**config.mk**
```make
export PLATFORM = sky130hd
export DESIGN_NAME = ternary_host_seq_flat
export DESIGN_NICKNAME = d
export VERILOG_FILES = /design/src/rtl/ternary_host_seq_if.sv /design/src/rtl/ternary_host_seq.sv /design/src/flat_wrapper.sv
export SDC_FILE = /design/constraint.sdc
export NUM_CORES = 1
export LEC_CHECK = 0
export ABC_AREA = 1
export ABC_CLOCK_PERIOD_IN_PS = 5300
export BUFFER_PORTS_ARGS = -buffer_cell sky130_fd_sc_hd__buf_2
export CAP_MARGIN = 5
export CORE_MARGIN = 2
export CORE_UTILIZATION = 44
export CTS_CLUSTER_SIZE = 24
export DETAILED_ROUTE_END_ITERATION = 6
export GPL_TIMING_DRIVEN = 0
export HOLD_SLACK_MARGIN = 0.05
export RECOVER_POWER = 100
export SYNTH_ARGS = -nofsm -noshare
export SYNTH_HDL_FRONTEND = slang
export SYNTH_SLANG_ARGS = --single-unit
```
**constraint.sdc**
```tcl
create_clock -name clk -period 5.3 [get_ports clk]
set_input_delay 1.59 -clock clk [delete_from_list [all_inputs] [get_ports clk]]
set_output_delay 1.59 -clock clk [all_outputs]
set_load 0.005 [all_outputs]
```
**src/rtl/ternary_host_seq_if.sv**
```systemverilog
// Host-side bundle between the command/payload source, the ternary accelerator bus
// and the result sink.
interface ternary_host_seq_if;
    logic        cmd_valid;
    logic        cmd_ready;
    logic [1:0]  cmd_op;
    logic [4:0]  cmd_in_len;
    logic [3:0]  cmd_out_len;
    logic        wr_valid;
    logic        wr_ready;
    logic [15:0] wr_data;
    logic [15:0] bus_out;
    logic [7:0]  dut_out;
    logic        res_valid;
    logic [7:0]  res_data;
    logic        busy;
    logic        err;

    modport master (
        output cmd_valid, cmd_op, cmd_in_len, cmd_out_len, wr_valid, wr_data, dut_out,
        input  cmd_ready, wr_ready, bus_out, res_valid, res_data, busy, err
    );

    modport slave (
        input  cmd_valid, cmd_op, cmd_in_len, cmd_out_len, wr_valid, wr_data, dut_out,
        output cmd_ready, wr_ready, bus_out, res_valid, res_data, busy, err
    );
endinterface

```
**src/rtl/ternary_host_seq.sv**
```systemverilog
// Command sequencer for the ternary accelerator: buffers a payload, emits a gap-free
// header/payload/terminator frame on bus_out, then captures result bytes.
//
// state | meaning
// IDLE  | waiting for a command, bus parked at 0x0000
// FILL  | collecting N payload words into the buffer
// HDR   | header word on the bus
// BURST | buffered payload words, one per cycle
// TERM  | 0x0000 terminator word
// CAPT  | latency wait then capture of result bytes
module ternary_host_seq #(
    parameter int MAX_IN_LEN  = 16,
    parameter int MAX_OUT_LEN = 8,
    parameter int RES_LAT     = 2
) (
    input logic clk,
    input logic rst_n,
    ternary_host_seq_if.slave hif
);
    typedef enum logic [2:0] {S_IDLE, S_FILL, S_HDR, S_BURST, S_TERM, S_CAPT} state_t;

    localparam logic [1:0] OP_LOAD  = 2'd1;
    localparam logic [1:0] OP_MULT  = 2'd2;
    localparam logic [1:0] OP_OUT   = 2'd3;
    localparam logic [4:0] MAX_IN   = 5'(MAX_IN_LEN);
    localparam logic [3:0] MAX_OUT  = 4'(MAX_OUT_LEN);
    localparam logic [2:0] LAT_LOAD = 3'(RES_LAT - 1);

    state_t      state_q, state_d;
    logic [15:0] bus_q, bus_d;
    logic        err_q, err_d;
    logic        accept;

    logic [1:0]  op_q;
    logic [4:0]  in_q;
    logic [3:0]  out_q;
    logic [4:0]  n_words_q;
    logic [5:0]  n_cap_q;
    logic [4:0]  wp_q, rp_q;
    logic        zero_q;
    logic [2:0]  lat_q;
    logic [5:0]  cap_left_q;
    logic        res_valid_q;
    logic [7:0]  res_data_q;
    logic [15:0] buf_mem [16];

    logic        cmd_ok;
    logic [7:0]  prod;
    logic [4:0]  n_words_cmd;
    logic [5:0]  n_cap_cmd;
    logic        wr_fire, last_word, mult_zero, cap_fire;
    logic [15:0] hdr_word;

    assign cmd_ok = (hif.cmd_op != 2'd0)
                 && (hif.cmd_in_len != 5'd0) && (hif.cmd_in_len <= MAX_IN)
                 && (hif.cmd_out_len != 4'd0) && (hif.cmd_out_len <= MAX_OUT)
                 && !((hif.cmd_op == OP_MULT) && hif.cmd_in_len[0]);

    assign prod = 8'(hif.cmd_in_len) * 8'(hif.cmd_out_len);

    always_comb begin
        n_words_cmd = 5'd0;
        n_cap_cmd   = 6'd0;
        case (hif.cmd_op)
            OP_LOAD: n_words_cmd = 5'((prod + 8'd7) >> 3);
            OP_MULT: begin
                n_words_cmd = {1'b0, hif.cmd_in_len[4:1]};
                n_cap_cmd   = {2'b00, hif.cmd_out_len};
            end
            OP_OUT:  n_cap_cmd = 6'((prod + 8'd3) >> 2);
            default: ;
        endcase
    end

    assign wr_fire   = (state_q == S_FILL) && hif.wr_valid;
    assign last_word = wr_fire && ((wp_q + 5'd1) == n_words_q);
    // A zero word would end MULT early inside the accelerator, so such frames are dropped.
    assign mult_zero = (op_q == OP_MULT) && (zero_q || (hif.wr_data == 16'h0000));
    assign cap_fire  = (state_q == S_CAPT) && (lat_q == 3'd0);

    always_comb begin
        hdr_word = 16'hB000;
        case (op_q)
            OP_LOAD: hdr_word = {4'hA, 4'(in_q - 5'd1), 3'(out_q - 4'd1), 5'b00000};
            OP_MULT: hdr_word = 16'hF000;
            default: hdr_word = 16'hB000;
        endcase
    end

    always_comb begin
        state_d = state_q;
        bus_d   = 16'h0000;
        err_d   = 1'b0;
        accept  = 1'b0;
        case (state_q)
            S_IDLE: begin
                if (hif.cmd_valid) begin
                    if (cmd_ok) begin
                        accept = 1'b1;
                        if (hif.cmd_op == OP_OUT) begin
                            state_d = S_HDR;
                            bus_d   = 16'hB000;
                        end else begin
                            state_d = S_FILL;
                        end
                    end else begin
                        err_d = 1'b1;
                    end
                end
            end
            S_FILL: begin
                if (last_word) begin
                    if (mult_zero) begin
                        err_d   = 1'b1;
                        state_d = S_IDLE;
                    end else begin
                        state_d = S_HDR;
                        bus_d   = hdr_word;
                    end
                end
            end
            S_HDR: begin
                if (op_q == OP_OUT) begin
                    state_d = S_CAPT;
                end else begin
                    state_d = S_BURST;
                    bus_d   = buf_mem[0];
                end
            end
            S_BURST: begin
                if (rp_q == n_words_q) begin
                    state_d = S_TERM;
                end else begin
                    bus_d = buf_mem[rp_q[3:0]];
                end
            end
            S_TERM: state_d = (op_q == OP_MULT) ? S_CAPT : S_IDLE;
            S_CAPT: begin
                if (cap_fire && (cap_left_q == 6'd1)) begin
                    state_d = S_IDLE;
                end
            end
            default: state_d = S_IDLE;
        endcase
    end

    always_ff @(posedge clk) begin
        if (!rst_n) begin
            state_q     <= S_IDLE;
            bus_q       <= 16'h0000;
            err_q       <= 1'b0;
            res_valid_q <= 1'b0;
            res_data_q  <= 8'h00;
            op_q        <= 2'd0;
            in_q        <= 5'd0;
            out_q       <= 4'd0;
            n_words_q   <= 5'd0;
            n_cap_q     <= 6'd0;
            wp_q        <= 5'd0;
            rp_q        <= 5'd0;
            zero_q      <= 1'b0;
            lat_q       <= 3'd0;
            cap_left_q  <= 6'd0;
        end else begin
            state_q     <= state_d;
            bus_q       <= bus_d;
            err_q       <= err_d;
            res_valid_q <= cap_fire;
            if (cap_fire) begin
                res_data_q <= hif.dut_out;
            end
            if (accept) begin
                op_q      <= hif.cmd_op;
                in_q      <= hif.cmd_in_len;
                out_q     <= hif.cmd_out_len;
                n_words_q <= n_words_cmd;
                n_cap_q   <= n_cap_cmd;
                wp_q      <= 5'd0;
                zero_q    <= 1'b0;
            end else if (wr_fire) begin
                wp_q <= wp_q + 5'd1;
                if (hif.wr_data == 16'h0000) begin
                    zero_q <= 1'b1;
                end
            end
            if (state_q == S_HDR) begin
                rp_q <= 5'd1;
            end else if ((state_q == S_BURST) && (rp_q != n_words_q)) begin
                rp_q <= rp_q + 5'd1;
            end
            // Latency is counted from the reference cycle: TERM for MULT, HDR for OUT.
            if (((state_q == S_TERM) && (op_q == OP_MULT)) ||
                ((state_q == S_HDR) && (op_q == OP_OUT))) begin
                lat_q      <= LAT_LOAD;
                cap_left_q <= n_cap_q;
            end else if (state_q == S_CAPT) begin
                if (lat_q != 3'd0) begin
                    lat_q <= lat_q - 3'd1;
                end else begin
                    cap_left_q <= cap_left_q - 6'd1;
                end
            end
        end
    end

    always_ff @(posedge clk) begin
        if (wr_fire) begin
            buf_mem[wp_q[3:0]] <= hif.wr_data;
        end
    end

    assign hif.cmd_ready = (state_q == S_IDLE);
    assign hif.wr_ready  = (state_q == S_FILL);
    assign hif.busy      = (state_q != S_IDLE);
    assign hif.bus_out   = bus_q;
    assign hif.err       = err_q;
    assign hif.res_valid = res_valid_q;
    assign hif.res_data  = res_data_q;
endmodule

```
**src/flat_wrapper.sv**
```systemverilog
// flat-port wrapper written by rule: the top's interface ports become plain ports
module ternary_host_seq_flat 
#(
    parameter int MAX_IN_LEN  = 16,
    parameter int MAX_OUT_LEN = 8,
    parameter int RES_LAT     = 2
)
  (clk, rst_n, hif_cmd_valid, hif_cmd_op, hif_cmd_in_len, hif_cmd_out_len, hif_wr_valid, hif_wr_data, hif_dut_out, hif_cmd_ready, hif_wr_ready, hif_bus_out, hif_res_valid, hif_res_data, hif_busy, hif_err);
  ternary_host_seq_if hif_i ();
  input logic clk;
  input logic rst_n;
  input wire logic [$bits(hif_i.cmd_valid)-1:0] hif_cmd_valid;
  input wire logic [$bits(hif_i.cmd_op)-1:0] hif_cmd_op;
  input wire logic [$bits(hif_i.cmd_in_len)-1:0] hif_cmd_in_len;
  input wire logic [$bits(hif_i.cmd_out_len)-1:0] hif_cmd_out_len;
  input wire logic [$bits(hif_i.wr_valid)-1:0] hif_wr_valid;
  input wire logic [$bits(hif_i.wr_data)-1:0] hif_wr_data;
  input wire logic [$bits(hif_i.dut_out)-1:0] hif_dut_out;
  output wire logic [$bits(hif_i.cmd_ready)-1:0] hif_cmd_ready;
  output wire logic [$bits(hif_i.wr_ready)-1:0] hif_wr_ready;
  output wire logic [$bits(hif_i.bus_out)-1:0] hif_bus_out;
  output wire logic [$bits(hif_i.res_valid)-1:0] hif_res_valid;
  output wire logic [$bits(hif_i.res_data)-1:0] hif_res_data;
  output wire logic [$bits(hif_i.busy)-1:0] hif_busy;
  output wire logic [$bits(hif_i.err)-1:0] hif_err;
  assign hif_i.cmd_valid = hif_cmd_valid;
  assign hif_i.cmd_op = hif_cmd_op;
  assign hif_i.cmd_in_len = hif_cmd_in_len;
  assign hif_i.cmd_out_len = hif_cmd_out_len;
  assign hif_i.wr_valid = hif_wr_valid;
  assign hif_i.wr_data = hif_wr_data;
  assign hif_i.dut_out = hif_dut_out;
  assign hif_cmd_ready = hif_i.cmd_ready;
  assign hif_wr_ready = hif_i.wr_ready;
  assign hif_bus_out = hif_i.bus_out;
  assign hif_res_valid = hif_i.res_valid;
  assign hif_res_data = hif_i.res_data;
  assign hif_busy = hif_i.busy;
  assign hif_err = hif_i.err;
  ternary_host_seq #(.MAX_IN_LEN(MAX_IN_LEN), .MAX_OUT_LEN(MAX_OUT_LEN), .RES_LAT(RES_LAT)) u_core (.clk(clk), .rst_n(rst_n), .hif(hif_i));
endmodule
```
-- After elaboration in Yosys (flattened, before gate mapping)
Memory sizes are Yosys's and may differ from the RTL's.
Index checks and enable logic that the tools add are counted.
- muxes and demuxes: 39
- reductions and logical operators: 36
- multiply operators: 1
- magnitude comparators: 2
- bitwise logic cells: 1
- $add $sub $neg: 8
- equality and inequality tests: 21
- operators with widths (kind ; number):
    2-to-1 mux 16 bit ; 7
    case mux 16 bit (4 select lines) ; 1
    case mux 15 bit (2 select lines) ; 1
    2-to-1 mux 3 bit ; 7
    2-to-1 mux 6 bit ; 3
    case mux 3 bit (6 select lines) ; 1
    zero test 16 bit ; 1
    logical AND 1 bit ; 14
    2-to-1 mux 1 bit ; 14
    case mux 6 bit (2 select lines) ; 1
    adder 5 x 1 -> 5 bit, second input constant ; 2
    == test 5 bit ; 2
    != test 2 x 1 -> 1 bit, second input constant ; 5
    case mux 5 bit (2 select lines) ; 1
    adder 8 x 2 -> 8 bit, second input constant ; 1
    adder 8 x 3 -> 8 bit, second input constant ; 1
    == test 2 bit, second input constant ; 4
    multiplier 5 x 4 -> 8 bit ; 1
    AND reduction 2 bit ; 4
    nonzero test 2 bit ; 4
    == test 3 x 2 -> 1 bit, second input constant ; 2
    == test 3 bit, second input constant ; 2
    == test 6 x 1 -> 1 bit, second input constant ; 1
    zero test 3 bit ; 2
    19 further kinds ; 26
- register bits after elaboration: 69
- memories kept: 1
- word-level logic and storage cells: 126
- output and inout bits: 29
- RAM bits: 256
- input port bits: 39
- memory list (name ; depth ; width ; rd ports ; clocked after memory_dff ; wr ports ; line ; RTL):
    u_core.buf_mem ; 16 ; 16 ; 2 ; 0 ; 1 ; ternary_host_seq.sv:45 ; logic [15:0] buf_mem [16];

-- Longest topological paths before layout
Gate-level depths: netlist of the first run.
- depth in word-level cells: 10
- gate-level depth with buffers: 18
- depth with buffers taken out: 17

-- Least setup slack after synthesis of the first run
No wires, ideal clock.
- path type: in2reg
- from: input hif_cmd_out_len[3]
- to: register u_core.n_words_q[3]
- slack: 1.024 ns
- stages: 13
- required time: 5.188 ns
- library setup time: 0.112 ns
- data arrival time: 4.164 ns
- buffers on the path: 1
- cell sequence: buf_2 nand2_1 fa_1 inv_1 fa_1 fa_1 nand2_1 nor2_1 nand3_1 nor2_1 o21ai_0 nand2_1 nand2_1
- word-level cells in the longest chain between the ends: 7
- elaborated cells between the ends (all ways): 11
- classes of those cells: 1 x add/sub; 1 x mul; 1 x order compare; 4 x mux; 4 x reduce/logical
- ends and longest elaborated chain (item ; line ; RTL):
    start: declaration ; flat_wrapper.sv:15 ; input wire logic [$bits(hif_i.cmd_out_len)-1:0] hif_cmd_out_len;
    parallel branches: the longest is 7 deep, another holds multiplier 5 x 4 -> 8 bit ; -- ;
    end signal: assignment ; ternary_host_seq.sv:176 ; n_words_q <= n_words_cmd;
    end: declaration ; ternary_host_seq.sv:37 ; logic [4:0] n_words_q;
Several ways; the timed one is not identified.
A chain may end at the register's enable or synchronous reset.

-- Final worst setup path of the first run
- from: input hif_cmd_out_len[3]
- to: register u_core.n_cap_q[5]
- word-level cells in the longest chain between the ends: 7
- elaborated cells between the ends (all ways): 11
- classes of those cells: 1 x add/sub; 1 x mul; 1 x order compare; 4 x mux; 4 x reduce/logical
- ends and longest elaborated chain (item ; line ; RTL):
    parallel branches: the longest is 7 deep, another holds multiplier 5 x 4 -> 8 bit ; -- ;
    end signal: assignment ; ternary_host_seq.sv:177 ; n_cap_q <= n_cap_cmd;
    end: declaration ; ternary_host_seq.sv:38 ; logic [5:0] n_cap_q;
Several ways; the timed one is not identified.

==> metrics.log, run 1 <==
[metrics] final weighted congestion in routability-driven placement: 0.888
[metrics] number of flip-flops and latches in the synthesized netlist: 325
[metrics] Syn-to-layout area delta: 13.1%
[metrics] max frequency: 239 MHz
[metrics] number of I/O pins: 68
[metrics] Crit Path Class: in -> reg
[metrics] CP Capture Type: flip-flop
[metrics] number of global-route vias before repair: 10,600
[metrics] violated checks: capacitance limit, slew limit
[metrics] TritonCTS clock tree: yes
[metrics] Worst setup startpoint: hif_cmd_out_len[3]
[metrics] total grt overflow: 0
[metrics] synthesized-area fraction occupied by xor and xnor cells: 0.948%
[metrics] total via count in the routed design: 11,000
[metrics] peak fanout along the critical path: 8
[metrics] crit-path cells: clkbuf_1 -> nand2_1 -> fa_1 -> inv_1 -> fa_1 -> fa_1 -> nand3_1 -> nor2_1 -> nand3_1 -> nor2_1 -> inv_1 -> nand2_1 -> nand3_1 -> nand2_1
[metrics] initial antenna violation count: 0
[metrics] maximum capacitance violations: 2
[metrics] maximum clock path buffer count: 3
[metrics] overall routed net length: 39,000 um
[metrics] critical hold path startpoint: u_core.n_cap_q[4]
[metrics] violation count after the first detailed-route iteration: 989
[metrics] Critical Path RT: 5750 ps
[metrics] multiplexer share of the synthesized area: 0%
[metrics] combined global-route utilization of all metal layers: 22.3%
[metrics] Clock Skew: 24.0 ps
[metrics] via count normalized by instance count: 5.15
[metrics] Post-synth EDFFs: 256
[metrics] post-synthesis compound-gate area fraction: 7.34%
[metrics] buffer type at the clock tree root: sky130_fd_sc_hd__clkbuf_16
[metrics] count of final hold-check violations: 0
[metrics] maximum number of pins on one net before global-route repair: 18
[metrics] total power after layout: 6.39 mW
[metrics] slowest cell on the critical path: sky130_fd_sc_hd__fa_1
[metrics] share of synthesized area occupied by flip-flops and latches: 61.3%
[metrics] leakage power total: 6.62 nW
[metrics] main combinational cell family by area after synthesis: simple AND/OR/NAND/NOR gates
[metrics] number of sinks on the clock net: 325
[metrics] buffers added on ports: 63
[metrics] count of nets left with antenna violations after detail routing: 0
[metrics] count of hold buffers inserted by post-cts repair: 0
[metrics] DRC Markers: 0
[metrics] count of synthesis-stage warnings from yosys: 0
[metrics] Cell Area, Synth: 14,800 sq um
[metrics] Detail Placement HPWL: 27,300 um
[metrics] Placeable Area: 33,300 sq um
[metrics] Routed wire per std cell: 18.2 um
[metrics] pins over their slew limit: 34
[metrics] Die Span X: 187 um
[metrics] number of endpoints failing setup at the final stage: 0
[metrics] main flop type after synthesis: sky130_fd_sc_hd__edfxtp_1
[metrics] async set or reset register ratio after synthesis: 0%
[metrics] initial standard-cell utilization of the core: 44.4%
[metrics] Nets: 1,743
[metrics] count of different cell masters after synthesis: 43
[metrics] Worst-path clk slew: 60 ps
[metrics] Crit Reg-Reg Startpoint: u_core.state_q[0]
[metrics] buffers plus inverters on the worst setup path: 3
[metrics] arrival time at the worst endpoint: 4650 ps
[metrics] critical path's largest stage delay: 610 ps
[metrics] top cells by area, synth: sky130_fd_sc_hd__edfxtp_1 52%, sky130_fd_sc_hd__nand2_1 11%, sky130_fd_sc_hd__dfxtp_1 9.3%
[metrics] net count of the mapped netlist: 1,629
[metrics] Setup crit start kind: input pin
[metrics] Least-Margin Pin Slew: 1640 ps
[metrics] count of buffers added by post-CTS timing repair for setup: 0
[metrics] cell area power density: 382 nW/um^2
[metrics] outcome: finished with violations
[metrics] simple-gate area share of the yosys netlist: 21.5%
[metrics] clock insertion delay at the later pin of the skew report: 530 ps
[metrics] die area: 35,100 sq um
[metrics] Tcrit/Tclk final: 79.1%
[metrics] H-tree depth: 2
[metrics] worst-case headroom to the max-slew limit: -9.62%
[metrics] adder-cell share of the synthesized area: 3.27%
[metrics] count of standard-cell rows: 67
[metrics] wire length of the first global-routing pass: 60,400 um
[metrics] share of post-route cells with drive strength above 1: 8.55%
[metrics] ant diodes: 0
[metrics] RSZ-0062 raised after global routing: false
[metrics] clock period minus worst slack: 4190 ps
[metrics] proportion of netlist area held by the largest area contributor: 52.0%
[metrics] post-cts gate resize count: 0
[metrics] Peak supply drop: 302 uV
[metrics] library cell occupying the most area in the post-synthesis netlist: sky130_fd_sc_hd__edfxtp_1
[metrics] average cell area after synthesis: 9.51 sq um
[metrics] synthesized instance count: 1,555
[metrics] 1st-pass router iterations: 7
[metrics] Hold WC Path Type: reg -> reg
[metrics] accumulated negative setup slack: 0 ps
[metrics] Die Height: 187 um
[metrics] number of clock buffers inserted by TritonCTS: 35
[metrics] kind of cell with the highest combined delay on the critical path: adder cells
## cell type report
type,instances,area [sq um]
fill,3132,16600
sequential,325,9070
multi-input combinational,1043,4850
clock buffer,49,990
tap,448,561
inverter,120,453
buffer,67,368
timing repair buffer,77,332
clock inverter,15,106
## layer usage
layer  track usage, %  up-vias  routed length, um
met5                0        -                  0
met4             6.81        0                980
met3             3.15       54               2150
met2             36.6      306              18300
met1             30.9     5292              17600
li1                 -     5387                  -
## worst min-delay path: cells and delay by family (launching register included)
family	cells	cell delay, ps
DFF	1	310
and+or+nand+nor	2	100
## synth_stat cells (all sizes together) (2+ instances only)
cell and n:
a21oi 44, a31oi 2, buf 54, clkbuf 13
dfxtp 69, edfxtp 256, fa 6, ha 29
inv 119, nand2 426, nand3 84, nand4 12
nor2 258, nor3 6, o211ai 12, o21ai 130
o22ai 10, xnor2 5, xor2 11
## state kept, by name, summed over array words and instances, names as in the netlist, 2 cells and up
name,cells
u_core.out_q,3
u_core.in_q,4
u_core.wp_q,5
u_core.cap_left_q,6
u_core.op_q,2
u_core.n_words_q,5
u_core.buf_mem,256
u_core.hif.bus_out,16
u_core.rp_q,5
u_core.lat_q,3
u_core.n_cap_q,6
u_core.hif.res_data,8
u_core.state_q,3
## cells in the final DEF, fill, tap and decap left out, types with 44 or more instances in the layout
cell type / netlist / final
sky130_fd_sc_hd__nand3_1: 82 / 83
sky130_fd_sc_hd__o21ai_0: 121 / 126
sky130_fd_sc_hd__edfxtp_1: 256 / 256
sky130_fd_sc_hd__a21oi_1: 43 / 44
sky130_fd_sc_hd__buf_2: 35 / 67
sky130_fd_sc_hd__dfxtp_1: 69 / 69
sky130_fd_sc_hd__clkbuf_1: 13 / 68
sky130_fd_sc_hd__nand2_1: 422 / 424
sky130_fd_sc_hd__nor2_1: 250 / 252
sky130_fd_sc_hd__inv_1: 110 / 114
## cell families (layout without fill, tap and decap cells)
family,count (synthesis),count (layout)
AO/OA/AOI/OAI,203,203
XOR/XNOR,16,16
adder cells (fa/ha/maj),35,35
buffers and inverters,187,328
flip-flops,325,325
AND/OR/NAND/NOR,789,789
## power by group
group	leakage, nW	internal, mW	switching [mW]
Sequential	2.86	2.82	0.0388
Clock	0.539	1.36	0.971
Combinational	3.22	0.385	0.825
Total	6.62	4.56	1.83
## final timing paths
kind	end	cells after the start	slack (ps)
hold reg to reg	u_core.n_cap_q[4]	2	460
hold / removal	u_core.n_cap_q[4]	2	460
setup reg to reg	u_core.buf_mem[12][4]	7	1940
setup / recovery	u_core.n_cap_q[5]	14	1110
## per-stage QoR
step | setup WS [ps] | instances | cell area, sq um | hold slack [ps] | utilization, %
floorplan | 1020 | 1555 | 14800 | 426 | -
global placement | 786 | 2066 | 15700 | 441 | 47.1
detailed placement | 788 | 2080 | 15900 | 444 | 47.8
CTS | 1300 | 2144 | 17000 | 454 | 51.1
global route | 893 | 2144 | 16700 | 471 | 50.3
finish | 1110 | 2144 | 16700 | 457 | 50.3
Power figures use the tool's default switching activity.
==> run 2, diff against run 1 <==
ABC_CLOCK_PERIOD_IN_PS = 4300   (was 5300)
clock period = 4.3 ns   (was 5.3 ns; I/O delays follow)
==> run 2 against run 1 <==
  * The flow still finishes with violations (capacitance limit, slew limit)
  * Sequential share of layout area about the same
  * Highest routed layer unchanged
  * Largest power group unchanged
  * Setup slack worse by 510 ps
  * Clock skew shrank 2.4 ps
  * Cell count unchanged
  * Die area unchanged
  * Final area hardly changed
  * Clock power increased by 23%
  * Total power increased by 23%
==> metrics.log, run 2 (synthesis gave the netlist of run 1 again) <==
[metrics] count of nets left with antenna violations after detail routing: 0 (unchanged)
[metrics] DRC Markers: 0 (unchanged)
[metrics] RSZ-0062 raised after global routing: false
[metrics] 1st-pass router iterations: 5 (-2)
[metrics] H-tree depth: 2 (unchanged)
[metrics] count of standard-cell rows: 67 (unchanged)
[metrics] arrival time at the worst endpoint: 4160 ps (-490 ps)
[metrics] worst-case headroom to the max-slew limit: -9.84% (-0.22 points)
[metrics] Detail Placement HPWL: 27,300 um (unchanged)
[metrics] clock insertion delay at the later pin of the skew report: 530 ps (about the same)
[metrics] outcome: finished with violations
[metrics] Nets: 1,743 (unchanged)
[metrics] Die Height: 187 um (unchanged)
[metrics] wire length of the first global-routing pass: 60,400 um (unchanged)
[metrics] Tcrit/Tclk final: 86.1%
[metrics] leakage power total: 6.60 nW (-0.28%)
[metrics] number of endpoints failing setup at the final stage: 0 (unchanged)
[metrics] Least-Margin Pin Slew: 1640 ps (+3.32 ps)
[metrics] Peak supply drop: 373 uV (+24%)
[metrics] number of clock buffers inserted by TritonCTS: 35 (unchanged)
[metrics] Setup crit start kind: input pin
[metrics] cell area power density: 472 nW/um^2 (+23%)
[metrics] CP Capture Type: flip-flop
[metrics] buffers added on ports: 63 (unchanged)
[metrics] buffer type at the clock tree root: sky130_fd_sc_hd__clkbuf_16
[metrics] clock period minus worst slack: 3700 ps
[metrics] number of global-route vias before repair: 10,600 (unchanged)
[metrics] number of fill cells in the layout: 3,136 (+0.13%)
[metrics] total grt overflow: 0 (unchanged)
[metrics] setup slack at placement: 88.5 ps (-700 ps)
[metrics] number of I/O pins: 68 (unchanged)
[metrics] count of final hold-check violations: 0 (unchanged)
[metrics] final weighted congestion in routability-driven placement: 0.888 (unchanged)
[metrics] count of hold buffers inserted by post-cts repair: 0 (unchanged)
[metrics] total area of multi-input combinational cells: 4850 sq um (about the same)
[metrics] peak fanout along the critical path: 8 (unchanged)
[metrics] via count normalized by instance count: 5.17 (+0.49%)
[metrics] Worst-path clk slew: 60 ps (about the same)
[metrics] Syn-to-layout area delta: 13.1% (about the same)
[metrics] post-cts gate resize count: 0 (unchanged)
[metrics] Routed wire per std cell: 18.2 um (about the same)
[metrics] maximum number of pins on one net before global-route repair: 18 (unchanged)
[metrics] number of sinks on the clock net: 325 (unchanged)
[metrics] ant diodes: 0 (unchanged)
[metrics] combined global-route utilization of all metal layers: 22.3% (unchanged)
[metrics] Placeable Area: 33,300 sq um (unchanged)
[metrics] max frequency: 270 MHz
[metrics] Die Span X: 187 um (unchanged)
[metrics] post-route worst setup slack: 598 ps (-510 ps)
[metrics] maximum capacitance violations: 2 (unchanged)
[metrics] count of buffers added by post-CTS timing repair for setup: 0 (unchanged)
[metrics] Hold WC Path Type: reg -> reg
[metrics] die area: 35,100 sq um (unchanged)
[metrics] accumulated negative setup slack: 0 ps (unchanged)
[metrics] violation count after the first detailed-route iteration: 1,061 (+7.3%)
[metrics] pins over their slew limit: 34 (unchanged)
[metrics] violated checks: capacitance limit, slew limit
[metrics] Crit Path Class: in -> reg
[metrics] area of all sequential standard cells: 9070 sq um (unchanged)
[metrics] maximum clock path buffer count: 3 (unchanged)
[metrics] TritonCTS clock tree: yes
[metrics] Clock Skew: 21.5 ps (-2.43 ps)
[metrics] overall routed net length: 39,000 um (about the same)
[metrics] flip-flop count of the largest register, all copies and words added: 256 (unchanged)
[metrics] commonest cells after routing, fill and taps aside: 424 x sky130_fd_sc_hd__nand2_1, 256 x sky130_fd_sc_hd__edfxtp_1, 253 x sky130_fd_sc_hd__nor2_1
[metrics] most common library cell in the layout ignoring fill and taps: sky130_fd_sc_hd__nand2_1
[metrics] initial antenna violation count: 0 (unchanged)
[metrics] initial standard-cell utilization of the core: 44.4% (unchanged)
[metrics] total via count in the routed design: 11,100 (+0.49%)
[metrics] Critical Path RT: 4760 ps (-990 ps)
[metrics] share of post-route cells with drive strength above 1: 8.31% (-0.24 points)
## run 2: cell types whose count changed in the layout (fill, tap and decap cells not counted), sizes merged
| cell | delta |
|---|---|
| clkinvlp | +1 |
| inv | -1 |
| clkbuf | +3 |
| buf | -3 |
## run 2: worst max-delay path, cell delays in order
cell and delay [ps]:
sky130_fd_sc_hd__buf_2 190, sky130_fd_sc_hd__nand2_1 100, sky130_fd_sc_hd__fa_1 540, sky130_fd_sc_hd__inv_1 60, sky130_fd_sc_hd__fa_1 520, sky130_fd_sc_hd__fa_1 610
sky130_fd_sc_hd__nand3_1 130, sky130_fd_sc_hd__nor2_1 150, sky130_fd_sc_hd__nand3_1 120, sky130_fd_sc_hd__nor2_1 140, sky130_fd_sc_hd__inv_1 70, sky130_fd_sc_hd__nand2_1 60
sky130_fd_sc_hd__nand3_1 100, sky130_fd_sc_hd__nand2_1 70
## run 2: final timing paths
| check | end | cells past startpoint | slack (ps) | start |
|---|---|---|---|---|
| worst max-delay path | u_core.n_cap_q[5] | 14 | 600 | hif_cmd_out_len[3] |
| worst min-delay path | u_core.n_cap_q[4] | 2 | 460 | u_core.n_cap_q[4] |
| worst max register to register | u_core.buf_mem[14][4] | 7 | 940 | u_core.state_q[0] |
| worst min register to register | u_core.n_cap_q[4] | 2 | 460 | u_core.n_cap_q[4] |
## run 2: layout make-up
type	instances	area share, %
multi-input cells	1043	29.0
plain buffers	67	2.15
flip-flops and latches	325	54.2
repair buffers	77	1.98
well taps	448	3.35
inverters	120	2.70
clock buffers	49	5.92
clock inverters	15	0.636
## run 2: per-stage QoR
| stage | total power [mW] | instance area, sq um | hold slack, ps | utilization [%] | std cells |
|---|---|---|---|---|---|
| 2_1_floorplan | 4.60 | 14800 | 426 | - | 1555 |
| 3_3_place_gp | 5.07 | 15700 | 441 | 47.1 | 2066 |
| 3_5_place_dp | 5.10 | 15900 | 444 | 47.8 | 2080 |
| 4_1_cts | 7.96 | 17000 | 454 | 51.1 | 2144 |
| 5_1_grt | 8.26 | 16700 | 471 | 50.2 | 2144 |
| 6_report | 7.88 | 16700 | 457 | 50.2 | 2144 |
## run 2: power by group
part,switching [mW],internal (mW)
clock network,1.20,1.67
registers,0.0477,3.47
logic,1.02,0.473
## run 2: per-layer routing
metal	GRT usage (%)	vias up	part of all wire [%]	wire length [um]
met5	0	-	0	0
met4	6.81	0	2.6	1010
met3	3.15	59	6.0	2340
met2	36.6	331	47	18400
met1	30.9	5315	44	17300
li1	-	5388	-	-
==> run 3, diff against run 2 <==
RECOVER_POWER = default   (was 100)
==> run 3 against run 2 <==
  * The run now ends clean
  * Die area is the same
  * Critical path type unchanged
  * Total power is 0.21% higher
  * Cell count unchanged
  * Register-to-register slack gained 980 ps
  * Core utilization rose by 0.87 points
  * Largest cell class unchanged
  * Hold slack got worse by 1.3 ps
  * Clock-buffer cell count is the same
  * Setup slack gained 0.61 ps
  * Highest routed layer unchanged
  * Critical path depth unchanged
  * Flip-flop and latch count did not move
==> metrics.log, run 3 (synthesis gave the netlist of run 1 again) <==
[metrics] Clock Skew: 20.3 ps (-1.23 ps)
[metrics] DRC Markers: 0 (unchanged)
[metrics] Least-Margin Pin Slew: 994 ps (-648 ps)
[metrics] violation count after the first detailed-route iteration: 1,052 (-0.85%)
[metrics] Peak supply drop: 373 uV (-0.11%)
[metrics] final design utilization: 51.1% (+0.87 points)
[metrics] Setup crit start kind: input pin
[metrics] Routed wire per std cell: 18.2 um (about the same)
[metrics] Crit Reg-Reg Startpoint: u_core.state_q[0]
[metrics] total grt overflow: 0 (unchanged)
[metrics] clock period minus worst slack: 3700 ps (-0.611 ps)
[metrics] Critical Path RT: 4750 ps (about the same)
[metrics] crit-path cells: buf_2 -> nand2_1 -> fa_1 -> inv_1 -> fa_1 -> fa_1 -> nand3_1 -> nor2_1 -> nand3_1 -> nor2_1 -> inv_1 -> nand2_1 -> nand3_1 -> nand2_1
[metrics] number of clock buffers inserted by TritonCTS: 35 (unchanged)
[metrics] Detail Placement HPWL: 27,300 um (unchanged)
[metrics] Tcrit/Tclk final: 86.1% (about the same)
[metrics] final weighted congestion in routability-driven placement: 0.888 (unchanged)
[metrics] count of final hold-check violations: 0 (unchanged)
[metrics] total via count in the routed design: 11,100 (-0.063%)
[metrics] kind of cell with the highest combined delay on the critical path: adder cells
[metrics] peak fanout along the critical path: 8 (unchanged)
[metrics] slowest cell on the critical path: sky130_fd_sc_hd__fa_1
[metrics] worst-case headroom to the max-slew limit: 33.7% (+44 points)
[metrics] most common library cell in the layout ignoring fill and taps: sky130_fd_sc_hd__nand2_1
[metrics] count of nets left with antenna violations after detail routing: 0 (unchanged)
[metrics] arrival time at the worst endpoint: 4150 ps (about the same)
[metrics] CP Capture Type: flip-flop
[metrics] maximum clock path buffer count: 3 (unchanged)
[metrics] Nets: 1,743 (unchanged)
[metrics] area of all sequential standard cells: 9070 sq um (unchanged)
[metrics] Die Span X: 187 um (unchanged)
[metrics] RSZ-0062 raised after global routing: false
[metrics] 1st-pass router iterations: 5 (unchanged)
[metrics] TritonCTS clock tree: yes
[metrics] count of buffers added by post-CTS timing repair for setup: 0 (unchanged)
[metrics] total power after layout: 7.90 mW (+0.21%)
[metrics] via count normalized by instance count: 5.17 (about the same)
[metrics] initial antenna violation count: 0 (unchanged)
[metrics] Worst setup startpoint: hif_cmd_out_len[3]
[metrics] leakage power total: 6.81 nW (+3.2%)
[metrics] placed inst area: 15,900 sq um (unchanged)
[metrics] ant diodes: 0 (unchanged)
[metrics] cell area power density: 465 nW/um^2 (-1.5%)
[metrics] count of hold buffers inserted by post-cts repair: 0 (unchanged)
[metrics] buffers plus inverters on the worst setup path: 3 (unchanged)
[metrics] overall routed net length: 39,000 um (about the same)
[metrics] pins over their slew limit: 0 (-100%)
[metrics] number of global-route vias before repair: 10,600 (unchanged)
[metrics] post-cts gate resize count: 0 (unchanged)
[metrics] clock insertion delay at the later pin of the skew report: 520 ps (about the same)
[metrics] critical path's largest stage delay: 610 ps (about the same)
[metrics] number of endpoints failing setup at the final stage: 0 (unchanged)
[metrics] combined global-route utilization of all metal layers: 22.3% (unchanged)
[metrics] setup slack of the worst register-to-register path: 1920 ps (+980 ps)
[metrics] number of sinks on the clock net: 325 (unchanged)
[metrics] path length in cells of the critical path: 14 (unchanged)
[metrics] flip-flop count of the largest register, all copies and words added: 256 (unchanged)
[metrics] worst setup path endpoint: u_core.n_cap_q[5]
[metrics] count of standard-cell rows: 67 (unchanged)
[metrics] number of I/O pins: 68 (unchanged)
[metrics] commonest cells after routing, fill and taps aside: 422 x sky130_fd_sc_hd__nand2_1, 256 x sky130_fd_sc_hd__edfxtp_1, 234 x sky130_fd_sc_hd__nor2_1
[metrics] Post-Layout Inst Area: 17,000 sq um (+1.7%)
[metrics] wire length of the first global-routing pass: 60,400 um (unchanged)
[metrics] Hold WC Path Type: reg -> reg
[metrics] H-tree depth: 2 (unchanged)
[metrics] maximum number of pins on one net before global-route repair: 18 (unchanged)
[metrics] die area: 35,100 sq um (unchanged)
[metrics] Syn-to-layout area delta: 15.0%
[metrics] accumulated negative setup slack: 0 ps (unchanged)
[metrics] cells on worst reg2reg path: 6 (-1)
[metrics] max frequency: 270 MHz (about the same)
[metrics] number of fill cells in the layout: 3,079 (-1.8%)
[metrics] Placeable Area: 33,300 sq um (unchanged)
[metrics] Reg2Reg Capture Point: u_core.buf_mem[4][3]
[metrics] buffer type at the clock tree root: sky130_fd_sc_hd__clkbuf_16
[metrics] initial standard-cell utilization of the core: 44.4% (unchanged)
[metrics] total area of multi-input combinational cells: 4930 sq um (+1.6%)
[metrics] Die Height: 187 um (unchanged)
[metrics] share of post-route cells with drive strength above 1: 12.9% (+4.5 points)
[metrics] outcome: finished, final reports clean
[metrics] maximum capacitance violations: 0 (-2)
[metrics] Crit Path Class: in -> reg
[metrics] Worst-path clk slew: 60 ps (about the same)
[metrics] buffers added on ports: 63 (unchanged)
## run 3: metal layers
metal | vias up | GRT usage [%] | share of wire [%]
li1 | 5390 | - | -
met1 | 5270 | 30.9 | 44
met2 | 366 | 36.6 | 47
met3 | 60 | 3.15 | 6.2
met4 | 0 | 6.81 | 2.6
met5 | - | 0 | 0
## run 3: worst min-delay path by stage
stage                             end  depth (start not counted)  slack (ps)              start
finish              u_core.n_cap_q[4]                          2         460  u_core.n_cap_q[4]
global route            u_core.zero_q                          2         470      u_core.zero_q
CTS                 u_core.n_cap_q[4]                          2         450  u_core.n_cap_q[4]
detailed placement  u_core.n_cap_q[4]                          2         440  u_core.n_cap_q[4]
global placement    u_core.n_cap_q[5]                          2         440  u_core.n_cap_q[5]
floorplan           u_core.n_cap_q[5]                          2         430  u_core.n_cap_q[5]
## run 3: stage by stage
step	hold slack [ps]	cells	setup slack (ps)
2_1_floorplan	426	1555	324
3_3_place_gp	441	2066	86.3
3_5_place_dp	444	2080	88.5
4_1_cts	454	2144	602
5_1_grt	471	2144	401
6_report	456	2144	599
## run 3: worst min-delay path: cells and delay by family, from the launching register on
family        cells  cell delay (ps)
flops             1              310
simple gates      2              100
## run 3: report_power, final
group	total [mW]	internal, mW	switching [mW]
Clock	2.86	1.67	1.19
Combinational	1.52	0.490	1.03
Sequential	3.52	3.47	0.0479
Total	7.90	5.63	2.27
## run 3: area by class of cell
cell class                      instances  share of cell area [%]
Buffer                                 67                    2.20
Clock buffer                           49                    5.82
Clock inverter                         15                   0.625
Inverter                              120                    2.66
Multi-Input combinational cell       1043                    29.0
Sequential cell                       325                    53.3
Tap cell                              448                    3.30
Timing Repair Buffer                   77                    3.09
